[config.mk]
export PLATFORM = sky130hd
export DESIGN_NAME = logic_unit_pipe
export DESIGN_NICKNAME = d
export VERILOG_FILES = /design/src/rtl/logic_unit_pipe.sv
export SDC_FILE = /design/constraint.sdc
export NUM_CORES = 1
export LEC_CHECK = 0
export ABC_AREA = 1
export CORE_MARGIN = 10
export CORE_UTILIZATION = 55
export DETAILED_ROUTE_END_ITERATION = 12
export PLACE_DENSITY = 0.87
export RECOVER_POWER = 50
export SYNTH_ARGS = -nofsm -noshare
export SYNTH_HDL_FRONTEND = slang
export SYNTH_SLANG_ARGS = --single-unit
export TNS_END_PERCENT = 10
[constraint.sdc]
create_clock -name clk -period 4 [get_ports clk]
set_input_delay 0.8 -clock clk [delete_from_list [all_inputs] [get_ports clk]]
set_output_delay 0.8 -clock clk [all_outputs]
set_load 0.01 [all_outputs]
[src/rtl/logic_unit_pipe.sv]
// logic_unit_pipe: two-stage valid/ready pipelined logic unit.
// Stage 1 registers the bitwise function of the operands, stage 2 applies
// the optional reduction and registers the result with zero/all-ones flags.
// Define LOGIC_UNIT_CNT_EN to enable the saturating accepted-transaction
// counter on op_count; otherwise op_count is tied to zero.
module logic_unit_pipe #(
  parameter int WIDTH = 8,
  parameter int CNT_W = 16
) (
  input  logic             clk,
  input  logic             rst_n,
  input  logic             in_valid,
  output logic             in_ready,
  input  logic [WIDTH-1:0] in_a,
  input  logic [WIDTH-1:0] in_b,
  input  logic [2:0]       in_op,
  input  logic [1:0]       in_mode,
  output logic             out_valid,
  input  logic             out_ready,
  output logic [WIDTH-1:0] out_result,
  output logic             out_zero,
  output logic             out_ones,
  output logic [CNT_W-1:0] op_count
);

  typedef enum logic [2:0] {
    OP_AND  = 3'd0,
    OP_OR   = 3'd1,
    OP_NOTA = 3'd2,
    OP_NOTB = 3'd3,
    OP_NAND = 3'd4,
    OP_NOR  = 3'd5,
    OP_XOR  = 3'd6,
    OP_XNOR = 3'd7
  } opSel_t;

  typedef enum logic [1:0] {
    MODE_BIT  = 2'd0,
    MODE_RAND = 2'd1,
    MODE_ROR  = 2'd2,
    MODE_RXOR = 2'd3
  } modeSel_t;

  logic             r_s1Valid;
  logic [WIDTH-1:0] r_s1Data;
  logic [1:0]       r_s1Mode;
  logic             r_s2Valid;
  logic [WIDTH-1:0] r_s2Result;
  logic             r_s2Zero;
  logic             r_s2Ones;

  logic             w_s1Advance;
  logic [WIDTH-1:0] w_bitwise;
  logic [WIDTH-1:0] w_reduced;
  logic             w_zero;
  logic             w_ones;

  // s1 may move forward when s2 is empty or being drained this cycle;
  // this depends only on registered state and out_ready, never on in_valid.
  assign w_s1Advance = !r_s2Valid || out_ready;
  assign in_ready    = !r_s1Valid || w_s1Advance;

  assign out_valid  = r_s2Valid;
  assign out_result = r_s2Result;
  assign out_zero   = r_s2Zero;
  assign out_ones   = r_s2Ones;

  // Opcode-selected bitwise function of the incoming operands.
  always_comb begin
    w_bitwise = '0;
    case (opSel_t'(in_op))
      OP_AND:  w_bitwise = in_a & in_b;
      OP_OR:   w_bitwise = in_a | in_b;
      OP_NOTA: w_bitwise = ~in_a;
      OP_NOTB: w_bitwise = ~in_b;
      OP_NAND: w_bitwise = ~(in_a & in_b);
      OP_NOR:  w_bitwise = ~(in_a | in_b);
      OP_XOR:  w_bitwise = in_a ^ in_b;
      OP_XNOR: w_bitwise = ~(in_a ^ in_b);
      default: w_bitwise = '0;
    endcase
  end

  // Optional reduction of the stage-1 word to a single bit in the LSB.
  always_comb begin
    w_reduced = '0;
    case (modeSel_t'(r_s1Mode))
      MODE_BIT:  w_reduced    = r_s1Data;
      MODE_RAND: w_reduced[0] = &r_s1Data;
      MODE_ROR:  w_reduced[0] = |r_s1Data;
      MODE_RXOR: w_reduced[0] = ^r_s1Data;
      default:   w_reduced    = r_s1Data;
    endcase
  end

  assign w_zero = (w_reduced == '0);
  assign w_ones = &w_reduced;

  // Stage 1: capture a new transaction whenever the stage can accept one.
  always_ff @(posedge clk or negedge rst_n) begin
    if (!rst_n) begin
      r_s1Valid <= 1'b0;
      r_s1Data  <= '0;
      r_s1Mode  <= '0;
    end else if (in_ready) begin
      r_s1Valid <= in_valid;
      if (in_valid) begin
        r_s1Data <= w_bitwise;
        r_s1Mode <= in_mode;
      end
    end
  end

  // Stage 2: load from s1 on advance; an empty s1 only clears the valid bit.
  always_ff @(posedge clk or negedge rst_n) begin
    if (!rst_n) begin
      r_s2Valid  <= 1'b0;
      r_s2Result <= '0;
      r_s2Zero   <= 1'b0;
      r_s2Ones   <= 1'b0;
    end else if (w_s1Advance) begin
      r_s2Valid <= r_s1Valid;
      if (r_s1Valid) begin
        r_s2Result <= w_reduced;
        r_s2Zero   <= w_zero;
        r_s2Ones   <= w_ones;
      end
    end
  end

`ifdef LOGIC_UNIT_CNT_EN
  logic [CNT_W-1:0] r_opCount;
  logic             w_accept;

  assign w_accept = in_valid && in_ready;
  assign op_count = r_opCount;

  // Saturating count of accepted transactions, cleared only by reset.
  always_ff @(posedge clk or negedge rst_n) begin
    if (!rst_n) begin
      r_opCount <= '0;
    end else if (w_accept && (r_opCount != {CNT_W{1'b1}})) begin
      r_opCount <= r_opCount + CNT_W'(1);
    end
  end
`else
  assign op_count = '0;
`endif

endmodule

Yosys cells after proc, flatten, opt, wreduce, memory -nomap -nowiden
Index checks and enable logic that the tools add are counted.
Word-level totals
  input bits: 25
  output and inout bits: 28
  register bits: 22
  logic and storage cells: 41
Cells by class
  reductions and logical operators: 13
  bitwise operators: 8
  multiplexer cells: 3
  equal/unequal tests: 10
Operator list (number)
  8-bit one-hot mux with 8 select lines: 1
  8-bit NOT: 5
  8-bit AND reduction: 2
  3-bit == test, second input constant: 4
  8-bit AND: 1
  8-bit zero test: 1
  8-bit bitwise OR: 1
  8-bit OR reduction: 1
  8-bit XOR reduction: 1
  8-bit bitwise XOR: 1
  7-bit two-way mux: 1
  3-bit by 2-bit == test with 1-bit output, second input constant: 2
  2-bit == test, second input constant: 2
  1-bit one-hot mux with 4 select lines: 1
  2-bit AND reduction: 2
  3-bit by 1-bit == test with 1-bit output, second input constant: 1
  3-bit zero test: 1
  2-bit by 1-bit == test with 1-bit output, second input constant: 1
  1-bit zero test: 2
  2-bit zero test: 1
  1-bit logical OR: 2

Longest topological paths before layout
Gate-level depths: netlist of run 1.
  depth in word-level cells: 4
  gate-level depth with buffers: 11
  mapped depth without buffers: 11

Least setup slack after synthesis of run 1
No wires, ideal clock.
  kind: input -> output
  start: input port out_ready
  end: output port in_ready
  arrival: 0.976 ns
  setup slack: 2.224 ns
  data required time: 3.200 ns
  path buffers: 0
  stages: 2
  path through: inv_2 nand3_1
Between the ends
  word-level cells in the longest chain between the ends: 2
RTL lines
  start: declaration: RTL line 19  | input logic out_ready,
  1-bit logical OR: RTL line 60  | assign w_s1Advance = !r_s2Valid || out_ready;
  1-bit logical OR: RTL line 61  | assign in_ready = !r_s1Valid || w_s1Advance;
  end: declaration: RTL line 13  | output logic in_ready,
Every way passes these cells.

Worst setup path in the final report of run 1
Ends and elaborated chain as after synthesis.

==> impl_metrics.csv, run 1 <==
group,metric,value,unit
run_status,status,"complete, no violations",
route,vias,2114,
global_routing,grt_pass1_vias,2079,
synth,synth_xor_area_share,0.394,%
power_and_ir_drop,pwr-share-seq,33.9,%
power_and_ir_drop,p_sw,323,uW
power_and_ir_drop,irDropWorstVdd,153,uV
global_routing,grt_max_degree,23,
finish,n_fill_cell,381,
floorplanning,core-area,0.00394,sq mm
placement,port-buffer-count,36,
clock_network,clock_sinks,22,
finish,fin_cells,437,
critical_path,crit_family,"buffers and inverters",
critical_path,cp.arrival,2.04,ns
synth,synth.largest_area_cell,"dfrtp_1",
power_and_ir_drop,finalPower,869,uW
timing,slew_violations,0,
clock_network,htree_num_levels,1,
power_and_ir_drop,p_clk_share,23.9,%
finish,drive_gt1_share,4.39,%
power_and_ir_drop,p_int,545,uW
timing,maxSlewHeadroom,34.8,%
finish,syn_to_final_growth,18.6,%
clock_network,cts_resized,0,
clock_network,cts.clk_slew.worst_paths,0.08,ns
clock_network,insertion_delay,0.27,ns
clock_network,root_buffer,"clkbuf_8",
floorplanning,die_area,0.00699,sq mm
critical_path,worstSetupPathType,"primary input to output pin",
timing,timing_worst_slew_pin_value,0.975,ns
placement,hpwl,3950,microns
critical_path,crit_buf_inv,3,
synth,synth_seq_area_share,24.8,%
synth,async_flop_share,100,%
synth,synth_edf_count,0,
synth,synth_most_common_cell,"nand2_1",
clock_network,post_cts_buffers,0,
route,drc,0,
synth,yosysWarnings,0,
route,drt_iter0_drc,121,
synth,synth_compound_area_share,7.99,%
synth,synthMuxAreaShare,0.450,%
timing,max_freq,352,MHz
synth,ys_ff_latch,22,
critical_path,cp_max_fo,3,
timing,fin_crit_sh,70.9,%
finish,stdcell_area,0.00264,sq mm
min_path,min_path_type,"register to register",
critical_path,cp_slowest_cell,"clkdlybuf4s50_1",
floorplanning,die_h,83.6,microns
route,drt-total-wl,4930,microns
placement,place_inst,433,
finish,nets,437,
critical_path,path_cells,"dlygate4sd3_1 > inv_1 > nand3_1 > clkdlybuf4s50_1",
global_routing,grt_use_total,14.0,%
synth,yosysTopAreaCellShare,24.8,%
route,vias_per_cell,4.84,
timing,period_needed,2.84,ns
synth,synth.top_cells.by_count,"nand2_1 (138), inv_1 (59), ha_1 (24)",
global_routing,grt-ovfl-total,0,
floorplanning,start_util,56.4,%
global_routing,grt_pass1_wl,8800,microns
timing,rsz0062_at_grt,"false",
placement,placed_area,0.00257,sq mm
placement,gp_congestion,0.895,
synth,avgSynthCellArea,6.32,sq um
clock_network,clk_path_buf_depth,2,
finish,diodes,0,
route,drtAntennaViolNets,0,
power_and_ir_drop,p_leak,1.51,nW
finish,finalCoreUtilization,66.9,%
critical_path,cp_slowest_stage_delay,0.55,ns
synth,synth.distinct_cells,24,
floorplanning,io-pin-count,53,
timing,hold_viol_final,0,
power_and_ir_drop,power.share.combinational,42.1,%
synth,synth_adder_area_share,13.5,%
synth,syn_inst,352,
timing,tns,0,ns
clock_network,postCtsHoldBufs,0,
floorplanning,rows,23,
critical_path,worstSetupEndpointType,"output pin",
clock_network,tritoncts,"done",
synth,synth-main-ff-cell,"dfrtp_1",
timing,holdWs,0.477,ns
timing,finalWorstSetupSlack,1.16,ns
timing,skew,0.00629,ns
power_and_ir_drop,p_per_area,329,mW/mm^2
route,dr.pass1.iters,4,
job,maxCapViolCount,0,
synth,synth_top_family_by_area,"simple AND/OR/NAND/NOR gates",
synth,yosys-top-cells-area,"dfrtp_1 (25%), nand2_1 (23%), ha_1 (14%)",
critical_path,required,3.20,ns
placement,dp_slack,1.24,ns
critical_path,start_kind,"primary input",
clock_network,numCtsBuffers,3,
synth,mappedNetlistArea,0.00222,sq mm
route,wl_per_cell,11.3,microns
timing,setup_violations,0,
floorplanning,dieWidth,83.6,microns
global_routing,antenna_found_initial,0,
synth,synthSimpleGateAreaFrac,35.5,%
power_and_ir_drop,swShare,37.2,%
-- routing by layer --
metal  wire length, microns  track usage (%)
met4                     84             5.02
met1                   2080             15.4
met5                      0                0
met3                    230             2.44
met2                   2530             26.0
-- placed cells by master, fill, tap and decap left out, drive strengths merged --
master         netlist  routed
o31ai                2       2
a21oi               16      16
nor3                 6       6
o21ai               14      14
inv                 65      65
nand3               15      15
dlygate4sd3          0       6
clkbuf               3       3
xnor2                1       1
conb                 1      16
nor4                 1       1
nand4                2       2
ha                  24      24
dfrtp               22      22
nor2                22      22
bufinv               0       1
o22ai                2       2
nand2              138     138
clkdlybuf4s50        0      30
mux2i                1       1
-- power groups by stage --
stage / Sequential, mW / Clock [mW] / Combinational, mW
final: 0.295 / 0.208 / 0.366
after global routing: 0.302 / 0.217 / 0.417
after CTS: 0.295 / 0.211 / 0.371
after detailed placement: 0.299 / 0 / 0.366
after global placement: 0.298 / 0 / 0.351
after floorplan: 0.302 / 0 / 0.249
-- layout make-up --
class / count / area (sq um) / area share, %
inverters: 65 / 246 / 9.35
flip-flops and latches: 22 / 551 / 20.9
clock buffers: 3 / 41.3 / 1.57
repair buffers: 36 / 360 / 13.7
well taps: 50 / 62.6 / 2.37
clock inverters: 1 / 30.0 / 1.14
multi-input cells: 260 / 1350 / 51.0
-- state kept, by name, indices dropped and copies added (netlist names) --
| register | count |
|---|---|
| r_s1Data | 8 |
| out_result | 8 |
| out_ones | 1 |
| r_s1Valid | 1 |
| out_zero | 1 |
| out_valid | 1 |
| r_s1Mode | 2 |
-- worst paths after layout --
| kind | start | endpoint | slack (ns) | cells past startpoint |
|---|---|---|---|---|
| worst max-delay path | out_ready | in_ready | 1.16 | 4 |
| worst min-delay path | out_result[5]$_DFFE_PN0P_ | out_result[5]$_DFFE_PN0P_ | 0.48 | 2 |
| worst max register to register | r_s1Mode[0]$_DFFE_PN0P_ | out_ones$_DFFE_PN0P_ | 2.24 | 5 |
| worst min register to register | out_result[5]$_DFFE_PN0P_ | out_result[5]$_DFFE_PN0P_ | 0.48 | 2 |
| max in group asynchronous | rst_n | r_s1Data[0]$_DFFE_PN0P_ | 2.28 | 1 |
| min in group asynchronous | rst_n | out_result[4]$_DFFE_PN0P_ | 1.13 | 1 |
-- kinds of logic (layout without fill, tap and decap cells) --
logic type | count (synthesis) | in the layout
AND/OR/NAND/NOR | 184 | 184
buffers and inverters | 85 | 105
AO/OA/AOI/OAI | 34 | 34
adder cells (fa/ha/maj) | 24 | 24
flip-flops | 22 | 22
other | 1 | 16
XOR/XNOR | 1 | 1
multiplexers | 1 | 1
-- tightest hold or removal path, cell delays in order (launching register included) --
cell     delay [ns]
dfrtp_1        0.35
nand2_1        0.05
nand2_1        0.05
Note: power is estimated with default switching activity, not from simulation.
==> run 2, diff against run 1 <==
--- a/config.mk
+++ b/config.mk
@@ -7,9 +7,9 @@
 export LEC_CHECK = 0
 export ABC_AREA = 1
 export CORE_MARGIN = 10
-export CORE_UTILIZATION = 55
+export CORE_UTILIZATION = 51
 export DETAILED_ROUTE_END_ITERATION = 12
-export PLACE_DENSITY = 0.87
+export PLACE_DENSITY = 0.82
 export RECOVER_POWER = 50
 export SYNTH_ARGS = -nofsm -noshare
 export SYNTH_HDL_FRONTEND = slang
==> constraint.sdc (replaced) <==
create_clock -name clk -period 2.8 [get_ports clk]
set_input_delay 0.56 -clock clk [delete_from_list [all_inputs] [get_ports clk]]
set_output_delay 0.56 -clock clk [all_outputs]
set_load 0.01 [all_outputs]
==> run 2 against run 1 <==
Against the previous run:
- final cell count rose by 0.23%
- total power rose by 43%
- non-clock buffer count rose by 1
- via count fell by 0.33%
- first-iteration DRC count fell by 5.0%
==> impl_metrics.csv, run 2 (same netlist as run 1, synthesis figures left out) <==
group,metric,value,unit
run_status,status,"complete, no violations",
clock_network,clock_sinks,22,
route,drt_iter0_drc,115,
critical_path,r2r.worst_path.cells,7,
floorplanning,start_util,54.0,%
clock_network,postCtsHoldBufs,0,
route,drt-total-wl,5020,microns
global_routing,grt.met3_usage,3.41,%
clock_network,root_buffer,"clkbuf_8",
floorplanning,die_h,86.0,microns
critical_path,crit_buf_inv,3,
route,vias,2107,
route,vias_per_cell,4.81,
critical_path,crit_start,"out_ready",
clock_network,cts_resized,0,
critical_path,cp.depth,4,
finish,final_cell_mix,"nand2_1 (138), inv_1 (60), clkdlybuf4s50_1 (30), ha_1 (24)",
critical_path,cp_max_fo,3,
timing,hold_viol_final,0,
finish,stdcell_area,0.00264,sq mm
timing,timing_worst_slew_pin_value,1.12,ns
critical_path,worstSetupPathType,"primary input to output pin",
global_routing,grt_pass1_wl,8780,microns
floorplanning,core-area,0.00412,sq mm
clock_network,tritoncts,"done",
timing,setup_violations,0,
route,drtAntennaViolNets,0,
global_routing,grt-ovfl-total,0,
clock_network,insertion_delay,0.27,ns
critical_path,r2r_end,"out_ones$_DFFE_PN0P_",
critical_path,worstSetupEndpointType,"output pin",
floorplanning,rows,23,
critical_path,r2r_slack,1.11,ns
power_and_ir_drop,p_leak,1.51,nW
min_path,min_path_type,"register to register",
clock_network,clk_path_buf_depth,2,
placement,placed_area,0.00257,sq mm
global_routing,grt_pass1_vias,2065,
finish,final_common_cell,"nand2_1",
finish,nets,438,
finish,drive_gt1_share,4.38,%
clock_network,post_cts_buffers,0,
critical_path,endpoint,"in_ready",
timing,period_needed,2.35,ns
placement,gp_congestion,0.867,
floorplanning,die_area,0.00740,sq mm
route,wl_per_cell,11.4,microns
timing,rsz0062_at_grt,"false",
route,drc,0,
critical_path,required,2.24,ns
global_routing,grtUsageMet1,14.8,%
critical_path,cp.arrival,1.79,ns
floorplanning,dieWidth,86.0,microns
job,maxCapViolCount,0,
global_routing,antenna_found_initial,0,
global_routing,top_usage_layer,"met2",
critical_path,crit_family,"buffers and inverters",
global_routing,grt_use_total,13.7,%
clock_network,cts.clk_slew.worst_paths,0.08,ns
critical_path,cp_slowest_cell,"clkdlybuf4s50_1",
critical_path,cp_slowest_stage_delay,0.56,ns
global_routing,grt_util_met2,24.7,%
timing,max_freq,425,MHz
clock_network,numCtsBuffers,3,
global_routing,grt_max_degree,23,
finish,syn_to_final_growth,18.8,%
timing,maxSlewHeadroom,25.1,%
floorplanning,io-pin-count,53,
power_and_ir_drop,p_per_area,470,mW/mm^2
critical_path,path_cells,"dlygate4sd3_1 > inv_1 > nand3_1 > clkdlybuf4s50_1",
timing,tns,0,ns
placement,hpwl,3990,microns
power_and_ir_drop,irDropWorstVdd,241,uV
route,dr.pass1.iters,4,
clock_network,htree_num_levels,1,
finish,diodes,0,
critical_path,r2r_start,"r_s1Mode[0]$_DFFE_PN0P_",
placement,port-buffer-count,36,
timing,fin_crit_sh,84.1,%
critical_path,start_kind,"primary input",
timing,slew_violations,0,
timing,skew,0.00379,ns
==> run 2: cell count changes in the layout (fill, tap and decap cells not counted), sizes merged <==
cell	previous run	this run
clkbuf	3	4
==> run 2: worst min path at each step <==
stage                     cells past startpoint                       from                        end
final                                         2  out_result[5]$_DFFE_PN0P_  out_result[5]$_DFFE_PN0P_
after global routing                          2  out_result[3]$_DFFE_PN0P_  out_result[3]$_DFFE_PN0P_
after CTS                                     2  out_result[5]$_DFFE_PN0P_  out_result[5]$_DFFE_PN0P_
after detailed placement                      2  out_result[0]$_DFFE_PN0P_  out_result[0]$_DFFE_PN0P_
after global placement                        2  out_result[5]$_DFFE_PN0P_  out_result[5]$_DFFE_PN0P_
after floorplan                               0                      rst_n       out_ones$_DFFE_PN0P_
==> run 2: metrics by stage <==
stage          util [%]  hold WS (ns)  std cells  power [mW]  setup WS [ns]
2_1_floorplan         -         0.264        367       0.787           1.38
3_3_place_gp       62.5         0.458        434       0.932          0.519
3_5_place_dp       62.5         0.465        434       0.949          0.510
4_1_cts            64.3         0.485        438        1.25          0.509
5_1_grt            64.2         0.501        438        1.35          0.388
6_report           64.2         0.474        438        1.24          0.446
==> run 2: tightest hold or removal path: stages, from the launching register on <==
cell and delay (ns):
dfrtp_1 0.34, nand2_1 0.06, nand2_1 0.05
==> run 2: where the power goes <==
group,switching [mW],internal (mW)
clock,0.107,0.191
sequential,0.0508,0.373
combinational,0.305,0.217
==> run 2: area by class of cell <==
type / instances / area (sq um)
clock buffer: 3 / 41.3
clock inverter: 1 / 30.0
fill: 406 / 1470
inverter: 65 / 246
multi-input combinational: 260 / 1350
sequential: 22 / 551
tap: 50 / 62.6
timing repair buffer: 37 / 364
==> run 2: per-layer routing <==
layer  part of all wire [%]  vias to the layer above
met4                    1.3                        0
met1                     42                      915
met3                    6.5                        7
li1                       -                     1118
met5                      0                        -
met2                     50                       67
==> run 3, diff against run 2 <==
==> constraint.sdc (replaced) <==
create_clock -name clk -period 2.2 [get_ports clk]
set_input_delay 0.44 -clock clk [delete_from_list [all_inputs] [get_ports clk]]
set_output_delay 0.44 -clock clk [all_outputs]
set_load 0.01 [all_outputs]
==> run 3 against run 2 <==
Against the previous run:
- core utilization up 0.43 points
- die area unchanged
- largest power group unchanged
- highest routed layer unchanged
- flip-flop and latch count is the same
- wire length fell by 0.28%
- clock-buffer cell count increased by 1
- global-route usage is 0.40 points higher
- combinational power rose by 30%
==> impl_metrics.csv, run 3 (same netlist as run 1, synthesis figures left out) <==
group,metric,value,unit
run_status,status,"complete, no violations",
placement,dp_slack,0.151,ns
power_and_ir_drop,irDropWorstVdd,254,uV
clock_network,insertion_delay,0.27,ns
global_routing,grt_max_degree,23,
floorplanning,core-area,0.00412,sq mm
finish,nets,443,
clock_network,cts_resized,0,
placement,gp_congestion,0.840,
timing,setup_violations,0,
route,drtAntennaViolNets,0,
critical_path,crit_top_cell,"clkdlybuf4s50_1",
placement,placed_area,0.00261,sq mm
clock_network,post_cts_buffers,0,
global_routing,grt-ovfl-total,0,
critical_path,cp_slowest_stage_delay,0.56,ns
clock_network,clock_sinks,22,
critical_path,crit_buf_inv,3,
floorplanning,start_util,54.0,%
finish,syn_to_final_growth,19.6,%
route,drt-total-wl,5000,microns
finish,final_common_cell,"nand2_1",
global_routing,grt_pass1_vias,2173,
floorplanning,die_area,0.00740,sq mm
critical_path,cp.depth,4,
timing,holdWs,0.471,ns
critical_path,endpoint,"in_ready",
job,maxCapViolCount,0,
timing,tns,0,ns
finish,drive_gt1_share,5.09,%
floorplanning,io-pin-count,53,
route,vias_per_cell,4.89,
timing,maxSlewHeadroom,26.4,%
clock_network,clk_path_buf_depth,2,
critical_path,start_kind,"primary input",
timing,max_freq,489,MHz
route,wl_per_cell,11.3,microns
clock_network,htree_num_levels,1,
clock_network,cts.clk_slew.worst_paths,0.08,ns
timing,fin_crit_sh,93.0,%
critical_path,cp_slowest_cell,"clkdlybuf4s50_1",
finish,finalCoreUtilization,64.6,%
clock_network,postCtsHoldBufs,0,
timing,skew,0.00348,ns
min_path,hold_path_depth,2,
critical_path,path_cells,"clkdlybuf4s50_1 > inv_1 > nand3_1 > clkdlybuf4s50_1",
critical_path,worstSetupPathType,"primary input to output pin",
timing,rsz0062_at_grt,"false",
placement,hpwl,4070,microns
global_routing,grt_use_total,14.1,%
timing,finalWorstSetupSlack,0.155,ns
finish,diodes,0,
route,dr.pass1.iters,5,
min_path,min_path_type,"register to register",
clock_network,numCtsBuffers,3,
critical_path,r2r_end,"r_s1Data[5]$_DFFE_PN0P_",
critical_path,r2r_slack,0.60,ns
global_routing,grt_pass1_wl,9210,microns
route,vias,2165,
finish,final_cell_mix,"nand2_1 (138), inv_1 (61), clkdlybuf4s50_1 (35), ha_1 (24)",
critical_path,r2r_start,"out_valid$_DFFE_PN0P_",
floorplanning,rows,23,
global_routing,antenna_found_initial,0,
floorplanning,die_h,86.0,microns
timing,slew_violations,0,
critical_path,crit_start,"out_ready",
clock_network,tritoncts,"done",
timing,timing_worst_slew_pin_value,1.10,ns
power_and_ir_drop,p_per_area,569,mW/mm^2
critical_path,r2r.worst_path.cells,6,
timing,hold_viol_final,0,
route,drt_iter0_drc,102,
finish,stdcell_area,0.00266,sq mm
critical_path,worstSetupEndpointType,"output pin",
power_and_ir_drop,p_leak,1.52,nW
placement,port-buffer-count,36,
critical_path,cp.arrival,1.60,ns
finish,n_fill_cell,386,
floorplanning,dieWidth,86.0,microns
critical_path,crit_family,"buffers and inverters",
clock_network,root_buffer,"clkbuf_8",
route,drc,0,
critical_path,cp_max_fo,3,
critical_path,required,1.76,ns
timing,period_needed,2.04,ns
-- run 3: cell types whose count changed in the layout (fill, tap and decap cells not counted), sizes merged --
cell	previous run	this run
clkdlybuf4s50	30	35
dlygate4sd3	6	1
buf	0	4
clkbuf	4	6
bufinv	1	0
-- run 3: per-layer routing --
metal | vias up | wire length, microns | global-route usage, % | share of wire [%]
met5 | - | 0 | 0 | 0
met4 | 0 | 46 | 4.79 | 0.92
met3 | 4 | 320 | 2.37 | 6.4
met2 | 67 | 2530 | 25.5 | 51
met1 | 967 | 2100 | 16.3 | 42
li1 | 1127 | - | - | -
-- run 3: worst min-delay path by stage --
| stage | from | to | slack [ns] |
|---|---|---|---|
| finish | out_result[5]$_DFFE_PN0P_ | out_result[5]$_DFFE_PN0P_ | 0.47 |
| global route | r_s1Valid$_DFFE_PN0N_ | out_valid$_DFFE_PN0P_ | 0.51 |
| CTS | out_result[5]$_DFFE_PN0P_ | out_result[5]$_DFFE_PN0P_ | 0.48 |
| detailed placement | out_result[5]$_DFFE_PN0P_ | out_result[5]$_DFFE_PN0P_ | 0.46 |
| global placement | out_result[5]$_DFFE_PN0P_ | out_result[5]$_DFFE_PN0P_ | 0.46 |
| floorplan | rst_n | out_ones$_DFFE_PN0P_ | 0.14 |
-- run 3: worst min-delay path: stages, from the launching register on --
cell     delay (ns)
dfrtp_1        0.35
nand2_1        0.05
nand2_1        0.04
-- run 3: through the flow --
stage	total power [mW]	instances
after CTS	1.53	443
final	1.51	443
after floorplan	1.00	367
after global routing	1.65	443
after global placement	1.20	439
after detailed placement	1.23	439
-- run 3: cell type report --
class	count	area, sq um	share of cell area, %
clock buffer	4	55.1	2.07
inverter	65	246	9.27
multi-input combinational	260	1350	50.6
sequential	22	551	20.7
tap	50	62.6	2.35
timing repair buffer	42	398	15.0
-- run 3: where the power goes --
part	leakage (nW)	internal (mW)	total (mW)	switching (mW)
Clock	0.0288	0.160	0.293	0.133
Combinational	1.21	0.291	0.681	0.389
Sequential	0.278	0.474	0.541	0.0666
Total	1.52	0.925	1.51	0.589
